$ cat src/rtl/cordic_phase_gen.sv
// Phase accumulator and quadrant fold feeding a sin/cos CORDIC stage with a one-request handshake.
// Optional WAIT watchdog is compiled in when CORDIC_TIMEOUT_EN is defined.
module cordic_phase_gen #(
   parameter int TMO_CYC = 32
) (
   input  logic        clk,
   input  logic        rst_n,
   input  logic        en,
   input  logic        load,
   input  logic [24:0] phase_init,
   input  logic [24:0] fcw,
   input  logic        cordic_done,
   output logic [24:0] angle,
   output logic        vld,
   output logic [1:0]  quad,
   output logic        sin_neg,
   output logic        cos_neg,
   output logic        busy,
   output logic        timeout
);
   // state | meaning
   // IDLE  | stopped, phase preload accepted
   // ISSUE | one-cycle vld strobe to the CORDIC, phase advances
   // WAIT  | request outstanding, waiting for cordic_done
   localparam logic [1:0] S_IDLE  = 2'd0;
   localparam logic [1:0] S_ISSUE = 2'd1;
   localparam logic [1:0] S_WAIT  = 2'd2;

   localparam logic [24:0] D90  = 25'd5898240;
   localparam logic [24:0] D180 = 25'd11796480;
   localparam logic [24:0] D270 = 25'd17694720;
   localparam logic [24:0] D360 = 25'd23592960;

   logic [1:0]  state;
   logic [1:0]  state_nxt;
   logic [24:0] phase;
   logic [24:0] fcw_r;
   logic [24:0] init_r;
   logic [25:0] sum;
   logic [24:0] sum_wrap;
   logic [24:0] phase_adv;
   logic [24:0] fold_angle;
   logic [1:0]  fold_quad;
   logic        tmo_hit;

   // Inputs stay below 720 deg, so one conditional subtraction normalises them.
   function automatic logic [24:0] wrap360(input logic [24:0] v);
      return (v >= D360) ? v - D360 : v;
   endfunction

   assign fcw_r  = wrap360(fcw);
   assign init_r = wrap360(phase_init);

   assign sum       = {1'b0, phase} + {1'b0, fcw_r};
   assign sum_wrap  = sum[24:0] - D360;
   assign phase_adv = (sum >= {1'b0, D360}) ? sum_wrap : sum[24:0];

   always_comb begin
      fold_angle = phase;
      fold_quad  = 2'd0;
      if (phase < D90) begin
         fold_angle = phase;
         fold_quad  = 2'd0;
      end else if (phase < D180) begin
         fold_angle = D180 - phase;
         fold_quad  = 2'd1;
      end else if (phase < D270) begin
         fold_angle = phase - D180;
         fold_quad  = 2'd2;
      end else begin
         fold_angle = D360 - phase;
         fold_quad  = 2'd3;
      end
   end

   always_comb begin
      state_nxt = state;
      case (state)
         S_IDLE:  if (en && !load) state_nxt = S_ISSUE;
         S_ISSUE: state_nxt = S_WAIT;
         S_WAIT: begin
            if (cordic_done)  state_nxt = en ? S_ISSUE : S_IDLE;
            else if (tmo_hit) state_nxt = S_IDLE;
         end
         default: state_nxt = S_IDLE;
      endcase
   end

   always_ff @(posedge clk or negedge rst_n) begin
      if (!rst_n) begin
         state <= S_IDLE;
         phase <= '0;
         angle <= '0;
         quad  <= '0;
      end else begin
         state <= state_nxt;
         // Fold the phase being issued; the register advances during ISSUE.
         if (state_nxt == S_ISSUE) begin
            angle <= fold_angle;
            quad  <= fold_quad;
         end
         if (state == S_IDLE && load)
            phase <= init_r;
         else if (state == S_ISSUE)
            phase <= phase_adv;
      end
   end

   assign vld     = (state == S_ISSUE);
   assign busy    = (state == S_ISSUE) || (state == S_WAIT);
   assign sin_neg = quad[1];
   assign cos_neg = quad[1] ^ quad[0];

`ifdef CORDIC_TIMEOUT_EN
   localparam int CW = $clog2(TMO_CYC + 1);

   logic [CW-1:0] tmo_cnt;
   logic          tmo_flag;

   // Down-counter loaded on ISSUE; terminal count reached on the TMO_CYC-th WAIT cycle.
   assign tmo_hit = (state == S_WAIT) && (tmo_cnt == '0) && !cordic_done;

   always_ff @(posedge clk or negedge rst_n) begin
      if (!rst_n) begin
         tmo_cnt  <= '0;
         tmo_flag <= 1'b0;
      end else begin
         if (state == S_ISSUE)
            tmo_cnt <= CW'(TMO_CYC - 1);
         else if (state == S_WAIT && tmo_cnt != '0)
            tmo_cnt <= tmo_cnt - CW'(1);
         if (state == S_IDLE && load)
            tmo_flag <= 1'b0;
         else if (tmo_hit)
            tmo_flag <= 1'b1;
      end
   end

   assign timeout = tmo_flag;
`else
   localparam int unused_tmo_cyc = TMO_CYC;

   assign tmo_hit = 1'b0;
   assign timeout = 1'b0;
`endif

endmodule
$ cat config.mk
export PLATFORM = sky130hd
export DESIGN_NAME = cordic_phase_gen
export DESIGN_NICKNAME = d
export VERILOG_FILES = /design/src/rtl/cordic_phase_gen.sv
export SDC_FILE = /design/constraint.sdc
export NUM_CORES = 1
export LEC_CHECK = 0
export BUFFER_PORTS_ARGS = -buffer_cell sky130_fd_sc_hd__buf_4
export CORE_AREA = 4 4 105 107
export DETAILED_ROUTE_END_ITERATION = 16
export DIE_AREA = 0 0 109 111
export PLACE_DENSITY = 0.78
export SLEW_MARGIN = 20
export SYNTH_ARGS = -nofsm -noshare
export SYNTH_HDL_FRONTEND = slang
export SYNTH_SLANG_ARGS = --single-unit
$ cat constraint.sdc
create_clock -name clk -period 3 [get_ports clk]
set_input_delay 0.6 -clock clk [delete_from_list [all_inputs] [get_ports clk]]
set_output_delay 0.6 -clock clk [all_outputs]
set_load 0.05 [all_outputs]
==> impl_metrics.csv, run 1 <==
group,metric,value,unit
layout,drive_gt1_frac,0.373,
grt,grt_max_degree,55,
grt,grt_pass1_vias,5527,
route,drc_errors,0,
sta,relSlewSlack,0.550,
sta,tightest_slew,674,ps
floorplanning,row_count,37,
yosys,postSynthAreaPerCell,7.84,sq um
yosys,netlist_instances,636,
yosys,netlist_top_cells_area,"dfrtp_1, ha_1, o21ai_0, nand2_1, xor2_1",
floorplanning,floorplan.initialDensity,0.492,
min_path,worstHoldPathType,"primary input to async pin",
status,violations,"setup timing",
route,via_per_inst,5.71,
sta,whs,315,ps
power_and_ir_drop,leakage,3.47,nW
setup_path,crit_path_start_kind,"primary input",
placed_design,place_hpwl,13000,um
clocking,clkLatencyLatePin,310,ps
setup_path,critPathRequiredTime,3210,ps
setup_path,cp.arrival,4090,ps
sta,setup_viol,7,
clocking,htreeDepth,2,
power_and_ir_drop,seqPwrFrac,0.148,
sta,fin_worst_skew,11.2,ps
sta,finalCritPeriodShare,1.29,
layout,layout_common_cells,"buf_4, nand2_1, o21ai_0",
power_and_ir_drop,power.total,0.00976,W
clocking,clock_path_buffers,2,
sta,finalMaxSlewViolations,0,
yosys,ys_seq_area_frac,0.271,
layout,antenna_cells,0,
setup_path,critical_path_class,"primary input to flip-flop",
power_and_ir_drop,p_comb_frac,0.798,
clocking,clockRootBuffer,"clkbuf_8",
floorplanning,die-area,12100,sq um
clocking,cts_tree,"built",
yosys,syn-num-nets,729,
route,dr.first_iter.drc_count,322,
power_and_ir_drop,clkPwrFrac,0.054,
setup_path,end_kind,"flip-flop",
yosys,synth-seq-cells,54,
yosys,synth.cell_area,4980,sq um
grt,groute.usage.overall,0.270,
route,ant_nets,0,
placed_design,gp_congestion,1.00,
power_and_ir_drop,p_int,0.00483,W
yosys,synth_edf_count,0,
yosys,synth_top_area_frac,0.271,
placed_design,numPortBuffers,85,
job,maxCapViolations,0,
status,status,"finished, violations left",
yosys,synth.distinct_cells,63,
grt,antenna_found_initial,0,
power_and_ir_drop,ir_worst_vdd,0.735,mV
layout,fin_area,7420,sq um
sta,fin_ws,-881,ps
route,vias,5678,
yosys,synth_ff_type,"dfrtp_1",
grt,grt_overflow_total,0,
yosys,synth_top_cell_by_area,"dfrtp_1",
clocking,cts_made_buffers,5,
floorplanning,core-area,10100,sq um
placed_design,place_area,6840,sq um
yosys,ys_warn_count,0,
sta,hold_viol,0,
yosys,async_flop_share,1.00,
floorplanning,num_io_pins,87,
power_and_ir_drop,power_switching,0.00493,W
power_and_ir_drop,switching_share,0.506,
floorplanning,fp.dieW,109,um
layout,synthToLayoutAreaGrowth,48.8,%
route,wl_per_cell,16.5,um
sta,fmax,258,MHz
clocking,clk_pin_slew,100,ps
layout,num-fill-cells,787,
layout,final_common_cell,"buf_4",
floorplanning,dieHeight,111,um
sta,post-route-min-period,3880,ps
layout,layout.nets,951,
grt,grt_pass1_wl,26500,um
setup_path,cp_max_fo,5,
route,drtPass1Iterations,5,
sta,rsz0062_at_grt,"yes",
clocking,cts_sinks,54,
power_and_ir_drop,power.density,1320,nW/um^2
route,routed_wl,16400,um
sta,final.setup.tns,-4770,ps
layout,final_util,0.731,
## power groups by stage
stage | sequential (W) | clock, W | combinational [W]
2_1_floorplan | 0.00198 | 0 | 0.00369
3_3_place_gp | 0.00141 | 0 | 0.00667
3_5_place_dp | 0.00143 | 0 | 0.00687
4_1_cts | 0.00142 | 0.000536 | 0.00727
5_1_grt | 0.00148 | 0.000567 | 0.00844
6_report | 0.00145 | 0.000526 | 0.00779
## critical path, cell delays in order
cell and delay (ps):
buf_8 100, nor4_4 280, buf_4 160, nand4_1 120, nor3_4 260, nor3_2 80
nand2b_4 180, xnor2_4 140, ha_4 320, nand2_4 60, nor3_4 150, nand3_2 110
o211a_4 290, o21a_1 210, o311ai_4 320, nor2_4 70, or4_4 540, o311ai_4 100
## metal layers
layer / up-vias / wire [um] / GRT usage
met2: 209 / 8080 / 0.461
met1: 2678 / 6940 / 0.354
met5: - / 0 / 0
li1: 2754 / - / -
met3: 37 / 864 / 0.0198
met4: 0 / 539 / 0.0951
## cell families after synthesis
family	share of synthesized area
simple gates	0.203
buf+inv	0.0457
flops	0.271
other cells	0.000752
mux	0.0444
xor+xnor	0.0808
compound gates	0.257
fa+ha+maj	0.0969
## cell type report
cell class | count | area (sq um) | area share
multi-input combinational | 526 | 3790 | 0.511
timing repair buffer | 244 | 1880 | 0.254
inverter | 27 | 104 | 0.0140
clock buffer | 6 | 82.6 | 0.0111
clock inverter | 2 | 38.8 | 0.00523
tap | 136 | 170 | 0.0229
sequential | 54 | 1350 | 0.183
## registers in the layout (all words and copies together), names as in the netlist
signal and flops:
quad 2, state 2, phase 25, angle 25
## timing repair
item                       CTS  global route
hold buffers                 0             0
setup endpoints to repair   10            28
gates resized for setup     31            52
setup buffers                8             4
pin swaps                   22            34
## cells in the mapped netlist (all sizes together) (3+ instances only)
master,number
a21o,8
xnor2,18
nand2b,3
a31o,6
ha,37
inv,27
o211ai,9
nor4,9
o21a,4
buf,7
nand2,90
nand3,16
clkbuf,22
o31ai,8
a21oi,47
nor2,36
or3,7
nor2b,8
xor2,28
or4,11
and3,4
a311oi,3
o21ai,81
dfrtp,54
o41ai,4
mux2i,21
nor3,15
a31oi,12
nand4,5
and2,5
a211oi,3
## worst paths after layout
kind	from	endpoint	slack (ps)	cells past startpoint
max reg2reg	phase[0]$_DFFE_PN0P_	phase[20]$_DFFE_PN0P_	-270	13
max	fcw[6]	phase[20]$_DFFE_PN0P_	-880	18
max in group asynchronous	rst_n	phase[9]$_DFFE_PN0P_	2210	1
min reg2reg	angle[22]$_DFFE_PN0N_	angle[22]$_DFFE_PN0N_	490	2
min in group clk	angle[22]$_DFFE_PN0N_	angle[22]$_DFFE_PN0N_	490	2
min	rst_n	phase[0]$_DFFE_PN0P_	310	1
## metrics by stage
stage	instances	setup slack [ps]
finish	995	-881
global route	995	-1030
CTS	993	-873
detailed placement	978	-1400
global placement	978	-1250
floorplan	636	-806
Note: power is estimated with default switching activity, not from simulation.
==> run 2: changes to the inputs <==
--- a/config.mk
+++ b/config.mk
@@ -6,9 +6,9 @@
 export NUM_CORES = 1
 export LEC_CHECK = 0
 export BUFFER_PORTS_ARGS = -buffer_cell sky130_fd_sc_hd__buf_4
-export CORE_AREA = 4 4 105 107
+export CORE_AREA = 4 4 147 78
 export DETAILED_ROUTE_END_ITERATION = 16
-export DIE_AREA = 0 0 109 111
+export DIE_AREA = 0 0 151 82
 export PLACE_DENSITY = 0.78
 export SLEW_MARGIN = 20
 export SYNTH_ARGS = -nofsm -noshare
==> impl_metrics.csv, run 2 (synthesized netlist as in run 1, its figures left out) <==
group,metric,value,unit
status,status,"finished, violations left",
status,violations,"setup timing",
setup_path,path_delay_family,"simple AND/OR/NAND/NOR gates",
setup_path,r2r_start,"phase[10]$_DFFE_PN0P_",
setup_path,crit_path_end,"phase[21]$_DFFE_PN0P_",
route,routed_wl,19600,um
layout,fin_area,7590,sq um
layout,multi_input_area,3910,sq um
setup_path,worstPathCellList,"buf_4, nor4_4, nand4_1, nor3_4, nor3_2, nand2b_4, nor2b_2, xor2_1, ha_1, nand2_2, nor3_2, nand2_1, o211ai_1, a41oi_2, buf_4, xnor2_4, a311oi_4, buf_4, or3_1, nand3_1",
grt,grt_pass1_wl,27500,um
placed_design,numPortBuffers,85,
setup_path,r2r-end,"phase[21]$_DFFE_PN0P_",
setup_path,end_kind,"flip-flop",
power_and_ir_drop,power.density,1400,nW/um^2
route,wl_per_cell,19.6,um
placed_design,place_area,6810,sq um
clocking,htreeDepth,2,
clocking,clkLatencyLatePin,300,ps
layout,synthToLayoutAreaGrowth,52.2,%
route,vias,6072,
setup_path,cp.arrival,4170,ps
sta,tightest_slew,708,ps
layout,layout.nets,951,
layout,layout_common_cells,"buf_4, nand2_1, o21ai_0",
clocking,cts_sinks,54,
setup_path,cp_slowest_cell,"a311oi_4",
sta,fin_ws,-994,ps
sta,finalMaxSlewViolations,0,
clocking,cts_tree,"built",
setup_path,ff2ff_path_depth,12,
floorplanning,row_count,26,
power_and_ir_drop,power.total,0.0106,W
floorplanning,core-area,10100,sq um
layout,final_util,0.752,
route,drtPass1Iterations,8,
sta,fin_worst_skew,11.1,ps
setup_path,crit_top_cell,"buf_4",
placed_design,gp_congestion,0.994,
clocking,clk_pin_slew,80,ps
sta,rsz0062_at_grt,"yes",
setup_path,startpoint,"fcw[4]",
sta,setup_viol,6,
layout,layoutNonFillerInstCount,999,
sta,hold_viol,0,
placed_design,place_hpwl,13200,um
grt,antenna_found_initial,0,
power_and_ir_drop,leakage,3.52,nW
floorplanning,die-area,12400,sq um
floorplanning,dieHeight,82,um
setup_path,critical_path_class,"primary input to flip-flop",
setup_path,crit_path_start_kind,"primary input",
clocking,ctsHoldBuffers,0,
sta,whs,350,ps
layout,antenna_cells,0,
grt,grt_overflow_total,0,
route,drc_errors,0,
layout,seqCellArea,1350,sq um
setup_path,cpPeakStageDelay,410,ps
floorplanning,fp.dieW,151,um
sta,finalCritPeriodShare,1.33,
setup_path,cp.depth,20,
route,ant_nets,0,
sta,post-route-min-period,3990,ps
layout,final_common_cell,"buf_4",
setup_path,cp_max_fo,5,
grt,groute.usage.overall,0.281,
grt,grt_pass1_vias,5572,
layout,largestRegisters,"angle: 25 flops, phase: 25 flops",
clocking,clockRootBuffer,"clkbuf_16",
floorplanning,floorplan.initialDensity,0.494,
floorplanning,num_io_pins,87,
setup_path,rrSetupSlack,-360,ps
sta,relSlewSlack,0.528,
route,via_per_inst,6.08,
setup_path,path_buf_inv,3,
job,maxCapViolations,0,
layout,drive_gt1_frac,0.392,
setup_path,critPathRequiredTime,3170,ps
route,dr.first_iter.drc_count,612,
layout,num-fill-cells,671,
grt,grt_max_degree,55,
placed_design,place_inst,975,
clocking,clock_path_buffers,2,
clocking,cts_made_buffers,5,
min_path,worstHoldPathType,"primary input to async pin",
power_and_ir_drop,ir_worst_vdd,0.593,mV
sta,fmax,250,MHz
-- run 2: cell count changes in the layout (fill, tap and decap cells not counted), moves of 3 or more --
cell and delta:
clkbuf_8 -6, clkbuf_16 +5, buf_6 -4, buf_4 +3
nor4_4 +3, o21ai_1 -3
-- run 2: how the worst min path moves through the flow --
stage / from / end / cells past startpoint
2_1_floorplan: rst_n / angle[0]$_DFFE_PN0N_ / 0
3_3_place_gp: angle[15]$_DFFE_PN0N_ / angle[15]$_DFFE_PN0N_ / 2
3_5_place_dp: angle[18]$_DFFE_PN0N_ / angle[18]$_DFFE_PN0N_ / 2
4_1_cts: rst_n / phase[16]$_DFFE_PN0P_ / 1
5_1_grt: rst_n / phase[7]$_DFFE_PN0P_ / 1
6_report: rst_n / phase[7]$_DFFE_PN0P_ / 1
-- run 2: per-layer routing --
metal	track usage	wire length [um]	share of wire
met1	0.361	7560	0.39
met4	0.106	1170	0.060
met3	0.0573	2000	0.10
met5	0	0	0
met2	0.470	8850	0.45
-- run 2: report_power, final --
| part | internal [W] | switching [W] |
|---|---|---|
| clock network | 0.000396 | 0.000289 |
| registers | 0.00110 | 0.000376 |
| logic | 0.00357 | 0.00489 |
| total | 0.00507 | 0.00555 |
-- run 2: what timing repair did --
action | 4_1_cts | 5_1_grt
pin swaps | 16 | 40
buffers inserted | 10 | 6
gates resized for setup | 21 | 76
setup endpoints to repair | 7 | 30
-- run 2: worst reg2reg max path, delay by kind of cell (launching register included) --
family                     cells  cell delay [ps]
and+or+nand+nor                6             1370
AOI/OAI and AO/OA              3              800
adders and majority gates      2              560
DFF                            1              470
buffers and inverters          1               70
-- run 2: cell type report --
cell class / count / area share
repair buffers: 244 / 0.248
clock buffers: 5 / 0.0165
well taps: 140 / 0.0231
clock inverters: 3 / 0.00577
flip-flops and latches: 54 / 0.178
multi-input cells: 526 / 0.515
inverters: 27 / 0.0137
-- run 2: metrics by stage --
step	TNS, ps	worst slack [ps]
finish	-5530	-994
CTS	-5140	-916
global placement	-8000	-1310
detailed placement	-9060	-1470
global route	-6900	-1120
floorplan	-4140	-806
